## config.mk

```make
export PLATFORM = sky130hd
export DESIGN_NAME = arb2way16
export DESIGN_NICKNAME = d
export VERILOG_FILES = /design/src/rtl/arb2way16.sv
export SDC_FILE = /design/constraint.sdc
export NUM_CORES = 1
export LEC_CHECK = 0
export ABC_AREA = 0
export CAP_MARGIN = 15
export CORE_ASPECT_RATIO = 0.8
export CORE_MARGIN = 2
export CORE_UTILIZATION = 42
export DETAILED_ROUTE_END_ITERATION = 16
export GPL_ROUTABILITY_DRIVEN = 0
export GPL_TIMING_DRIVEN = 0
export PLACE_DENSITY = 0.82
export SETUP_SLACK_MARGIN = 0.05
export SKIP_CTS_REPAIR_TIMING = 1
export SYNTH_ARGS = -nofsm -noshare
export SYNTH_HDL_FRONTEND = slang
export SYNTH_SLANG_ARGS = --single-unit
```

## constraint.sdc

```tcl
create_clock -name clk -period 2.9 [get_ports clk]
set_input_delay 0.725 -clock clk [delete_from_list [all_inputs] [get_ports clk]]
set_output_delay 0.725 -clock clk [all_outputs]
set_load 0.05 [all_outputs]
```

## src/rtl/arb2way16.sv

```systemverilog
// Round-robin packet arbiter: two valid/ready sources share one registered 16-bit channel.
// Optional build macro ARB_BURST_LIMIT_EN adds a MAX_BURST-beat preemption limit.
module arb2way16 #(
    parameter int unsigned DATA_W    = 16,
    parameter int unsigned MAX_BURST = 8
) (
    input  logic              clk,
    input  logic              rst_n,
    input  logic              req0_valid,
    input  logic [DATA_W-1:0] req0_data,
    input  logic              req0_last,
    output logic              req0_ready,
    input  logic              req1_valid,
    input  logic [DATA_W-1:0] req1_data,
    input  logic              req1_last,
    output logic              req1_ready,
    output logic              out_valid,
    output logic [DATA_W-1:0] out_data,
    output logic              out_src,
    output logic              out_last,
    input  logic              out_ready,
    output logic [1:0]        grant
);

    typedef enum logic [1:0] {
        IDLE = 2'd0,
        GNT0 = 2'd1,
        GNT1 = 2'd2
    } state_t;

    if (MAX_BURST < 1) begin : g_cfg_check
        $error("arb2way16: MAX_BURST must be at least 1");
    end

    state_t            state;
    state_t            state_nxt;
    state_t            other_st_c;
    logic              rr_last;
    logic              rr_last_nxt;
    logic              sel_c;
    logic              slot_free_c;
    logic              accept_c;
    logic              last_c;
    logic              own_valid_c;
    logic              other_valid_c;
    logic [DATA_W-1:0] word_c;

`ifdef ARB_BURST_LIMIT_EN
    localparam int unsigned CNT_W = $clog2(MAX_BURST + 1);
    logic [CNT_W-1:0] burst_cnt;
    logic [CNT_W-1:0] burst_nxt;
    logic [CNT_W-1:0] burst_inc_c;
`endif

    // Grant, handshake and the 2:1 word mux all follow the registered state.
    always_comb begin
        sel_c         = (state == GNT1);
        grant         = {state == GNT1, state == GNT0};
        slot_free_c   = !out_valid || out_ready;
        req0_ready    = slot_free_c && grant[0];
        req1_ready    = slot_free_c && grant[1];
        accept_c      = (req0_valid && req0_ready) || (req1_valid && req1_ready);
        word_c        = sel_c ? req1_data : req0_data;
        last_c        = sel_c ? req1_last : req0_last;
        own_valid_c   = sel_c ? req1_valid : req0_valid;
        other_valid_c = sel_c ? req0_valid : req1_valid;
        other_st_c    = sel_c ? GNT0 : GNT1;
    end

    always_comb begin
        state_nxt   = state;
        rr_last_nxt = rr_last;
`ifdef ARB_BURST_LIMIT_EN
        burst_nxt   = burst_cnt;
        burst_inc_c = (burst_cnt >= CNT_W'(MAX_BURST)) ? burst_cnt
                                                       : CNT_W'(burst_cnt + CNT_W'(1));
`endif
        case (state)
            IDLE: begin
                if (req0_valid && req1_valid) state_nxt = rr_last ? GNT0 : GNT1;
                else if (req0_valid)          state_nxt = GNT0;
                else if (req1_valid)          state_nxt = GNT1;
            end
            GNT0, GNT1: begin
                if (accept_c) begin
                    if (last_c) begin
                        rr_last_nxt = sel_c;
                        if (other_valid_c)    state_nxt = other_st_c;
                        else if (own_valid_c) state_nxt = state;
                        else                  state_nxt = IDLE;
`ifdef ARB_BURST_LIMIT_EN
                        burst_nxt = '0;
                    end else if (burst_inc_c >= CNT_W'(MAX_BURST) && other_valid_c) begin
                        // Long packet yields mid-stream; it resumes at its next grant.
                        state_nxt   = other_st_c;
                        rr_last_nxt = sel_c;
                        burst_nxt   = '0;
                    end else begin
                        burst_nxt = burst_inc_c;
`endif
                    end
                end
            end
            default: state_nxt = IDLE;
        endcase
    end

    always_ff @(posedge clk) begin
        if (!rst_n) begin
            state   <= IDLE;
            rr_last <= 1'b1;
`ifdef ARB_BURST_LIMIT_EN
            burst_cnt <= '0;
`endif
        end else begin
            state   <= state_nxt;
            rr_last <= rr_last_nxt;
`ifdef ARB_BURST_LIMIT_EN
            burst_cnt <= burst_nxt;
`endif
        end
    end

    // Output register: load on accept, drop valid once the sink drains it.
    always_ff @(posedge clk) begin
        if (!rst_n) begin
            out_valid <= 1'b0;
            out_data  <= '0;
            out_src   <= 1'b0;
            out_last  <= 1'b0;
        end else if (accept_c) begin
            out_valid <= 1'b1;
            out_data  <= word_c;
            out_src   <= sel_c;
            out_last  <= last_c;
        end else if (out_ready) begin
            out_valid <= 1'b0;
        end
    end

endmodule

```

After elaboration in Yosys (flattened, before gate mapping)
Index checks and enable logic that the tools add are counted.
{"block": "op_classes", "reduce_logical": 13, "eq_ne": 6, "n_mux": 16}
{"cell": "two-way mux 2 bit", "count": 9}
{"cell": "two-way mux 16 bit", "count": 1}
{"cell": "logical AND 1 bit", "count": 5}
{"cell": "two-way mux 1 bit", "count": 5}
{"cell": "inequality test 2 bit (second input constant)", "count": 2}
{"cell": "inequality test 4 bit (second input constant)", "count": 1}
{"cell": "case mux 2 bit (2 select lines)", "count": 1}
{"cell": "AND reduction 4 bit", "count": 1}
{"cell": "inequality test 3 bit (second input constant)", "count": 1}
{"cell": "AND reduction 3 bit", "count": 1}
{"cell": "equality test 2 x 1 -> 1 bit (second input constant)", "count": 1}
{"cell": "equality test 2 bit (second input constant)", "count": 1}
{"cell": "logical NOT 2 bit", "count": 1}
{"cell": "logical OR 1 bit", "count": 2}
{"cell": "nonzero test 2 bit", "count": 1}
{"cell": "OR reduction 2 bit", "count": 1}
{"cell": "logical NOT 1 bit", "count": 1}
{"block": "word_totals", "output_inout_bits": 23, "elab_cells": 41, "input_bits": 39, "reg_bits": 22}

Logic depth before layout (Yosys ltp)
Gate-level depths: netlist (run 1).
{"block": "logic_depth", "ltp_word": 7, "depth_mapped": 9, "mapped_depth_nobuf": 6}

Worst setup path before layout (run 1)
Ideal clock, no wire load.
{"block": "synth_timing", "path_type": "register to output", "startpoint": "register state[0]", "endpoint": "output req1_ready", "path_buffers": 3, "t_arrival_ns": 1.532, "required_ns": 2.175, "path_slack_ns": 0.643, "path_stages_with_launch": 7, "path_cell_list": "dfxtp_1 -> inv_1 -> ha_1 -> buf_6 -> buf_4 -> buf_4 -> and2_1"}
{"block": "synth_via", "elab_chain_len": 2}
{"item": "from (decl)", "line": "35", "source": "state_t state;"}
{"item": "from (signal assigned)", "line": "116", "source": "state <= state_nxt;"}
{"item": "equality test 2 bit"}
{"item": "via sel_c", "line": "40", "source": "logic sel_c;"}
{"item": "logical AND 1 bit", "line": "61", "source": "req1_ready = slot_free_c && grant[1];"}
{"item": "to (decl)", "line": "16", "source": "output logic req1_ready,"}
The timed path passes the listed nets, and every way through them passes these cells.

Worst setup path after layout (run 1)
Same ends and word-level chain as after synthesis.

==> qor.yml, run 1 <==
cells_and_area:
  diodes: 0
  syn2layout_area_growth_pct: 60.3
  utilization_pct: 69.7
  layout_commonest_cell: "clkdlybuf4s50_1"
  layout.cells.most_common_list: "clkdlybuf4s50_1, dfxtp_1, mux2i_1"
  drive_gt1_share_pct: 8.47
  nNetsFinal: 234
  final_cell_area_sq_um: 1880
drt:
  dr_total_vias: 1156
  wl_per_cell_um: 13.8
  ant_nets: 0
  post_drt_via_cell_ratio: 5.09
  dr.pass1.iters: 4
  drt_iter0_markers: 29
  drt_wl_total_mm: 3.14
  drc: 0
global_routing:
  grt_max_degree: 14
  first_global_vias: 1084
  overflow: 0
  antenna_found_initial: 0
  grt_pass1_wl_mm: 5.13
  grtUsageTotal_pct: 19.7
yosys:
  synthesis.area_sq_um: 1170
  ys.warnings.count: 0
  synth_seq_cells: 22
  syn_inst: 124
  synth_area_leaders: "dfxtp_1, mux2i_1, a211oi_1, nor2_1, ha_1"
  synth_area_leader_cell: "dfxtp_1"
  yosys.cell_types.count: 27
  syn_nets: 168
  ys_seq_area_share_pct: 37.5
  synth_top_area_share_pct: 37.5
  syn_avg_cell_area_sq_um: 9.46
critical_path:
  cp_slowest_stage_delay_ns: 0.36
  cp_top_family: "buffers and inverters"
  crit_slowest_cell: "dfxtp_1"
  path_class: "reg2out"
  cp-start-kind: "register"
  end_kind: "output port"
  cp.arrival_ns: 1.98
  cp.required_ns: 2.17
  worstPathMaxFanout: 10
  critPathBufInv: 5
  crit_chain: "inv_1, ha_1, buf_6, buf_4, buf_4, and2_1, clkbuf_2"
  crit_top_cell: "buf_4"
sta:
  max_slew.worst_pin.slew_ns: 0.533
  relSlewSlack_pct: 64.5
  rsz0062_at_grt: "false"
  finalCriticalPeriod_ns: 2.70
  setup_violations: 0
  fin_ws_ns: 0.198
  fin_crit_sh_pct: 93.2
  slew_violations: 0
  fmax_mhz: 370
  hold_violations: 0
  finalClockSkew_ns: 0.00998
clocking:
  cts_buffers: 3
  clkSinkCount: 22
  insertion_delay_ns: 0.30
  h-tree-depth: 1
  clockBufferDepth: 2
  cts-root-buf: "clkbuf_4"
  clk_pin_slew_ns: 0.12
  cts_tree: "done"
floorplan:
  row_count: 17
  coreArea_sq_um: 2700
  die_w_um: 63.1
  die_h_um: 51.3
  initial_utilization_pct: 43.4
  dieArea_sq_um: 3240
  io_pins: 62
place:
  place_area_sq_um: 1830
  io_buffers: 61
  dp_slack_ns: -0.178
  hpwl_mm: 2.48
flow_run:
  drv_cap: 0
worst_hold_path:
  holdCritPathClass: "reg2reg"
power:
  ir_drop_v: 0.000404
  power_leakage_nw: 0.711
  p_per_area_nw_per_um2: 946
outcome:
  status: "completed"
-- synthesized netlist by cell type --
cell type and instances:
a21boi_0 1, o311ai_0 1, buf_2 1, a21oi_1 3, mux2i_1 19, nand2_1 3, o21ai_0 3, dfxtp_1 22
nand2_2 1, a211o_1 1, or4_1 1, nor2b_1 2, nand4_1 2, a22o_4 1, or2b_1 1, inv_1 6
a222oi_1 1, and2_1 3, or2b_2 1, a211oi_1 17, clkbuf_1 2, nor2_1 18, buf_4 3, a311oi_1 1
a31oi_1 1, ha_1 5, buf_6 4
-- routing by layer --
metal | track usage (%) | part of all wire [%] | vias to the layer above
li1 | - | - | 574
met1 | 24.5 | 43 | 534
met2 | 34.2 | 48 | 42
met3 | 5.07 | 7.5 | 6
met4 | 5.19 | 1.8 | 0
met5 | 0 | 0 | -
-- state kept, by name, summed over array words and instances (netlist names) --
| signal | count |
|---|---|
| out_data | 16 |
| state | 2 |
| out_last | 1 |
| out_src | 1 |
| out_valid | 1 |
| rr_last | 1 |
-- path summary, 6_finish.rpt --
check / cells past startpoint / slack, ns / from / end
worst min-delay path: 2 / 0.51 / out_data[10]$_SDFFE_PN0P_ / out_data[10]$_SDFFE_PN0P_
worst min register to register: 2 / 0.51 / out_data[10]$_SDFFE_PN0P_ / out_data[10]$_SDFFE_PN0P_
worst max register to register: 7 / 0.98 / state[0]$_SDFFE_PN0P_ / state[1]$_SDFFE_PN0P_
worst max-delay path: 7 / 0.20 / state[0]$_SDFFE_PN0P_ / req1_ready
-- tightest hold or removal path: stages (launching register included) --
cell and delay, ns:
dfxtp_1 0.33, nor2_1 0.09, a211oi_1 0.05
-- power breakdown --
group | internal [mW] | total [mW] | leakage [nW] | switching [mW]
registers | 0.407 | 0.466 | 0.180 | 0.0582
logic | 0.422 | 1.08 | 0.503 | 0.658
clock network | 0.140 | 0.233 | 0.0279 | 0.0939
-- kinds of logic (layout without fill, tap and decap cells) --
| kind of cell | count (synthesis) | count (layout) | synth area share (%) |
|---|---|---|---|
| buf+inv | 16 | 81 | 8.74 |
| flops | 22 | 22 | 37.5 |
| fa+ha+maj | 5 | 5 | 5.33 |
| simple gates | 32 | 32 | 13.0 |
| mux | 19 | 19 | 16.2 |
| compound gates | 30 | 30 | 19.2 |
-- area by class of cell --
class                           instances  area, sq um
Buffer                                 10         80.1
Clock buffer                            3         22.5
Clock inverter                          1         30.0
Fill cell                             223          820
Inverter                                6         22.5
Multi-Input combinational cell         86          631
Sequential cell                        22          440
Tap cell                               38         47.5
Timing Repair Buffer                   61          608
-- metrics by stage --
| stage | TNS [ns] | power (mW) | hold slack, ns | instances |
|---|---|---|---|---|
| 6_report | 0 | 1.78 | 0.506 | 227 |
| 5_1_grt | 0 | 1.87 | 0.526 | 227 |
| 4_1_cts | -0.527 | 1.79 | 0.508 | 227 |
| 3_5_place_dp | -0.322 | 1.56 | 0.490 | 223 |
| 3_3_place_gp | -0.311 | 1.53 | 0.487 | 223 |
| 2_1_floorplan | 0 | 1.22 | 0.469 | 124 |
(Power assumes the default switching activity.)
==> run 2: changes to the inputs <==
Settings changed: ABC_CLOCK_PERIOD_IN_PS from default to 2900.
==> results of run 2 <==
Same layout as run 1: the final DEF is identical, and so are final timing and power.
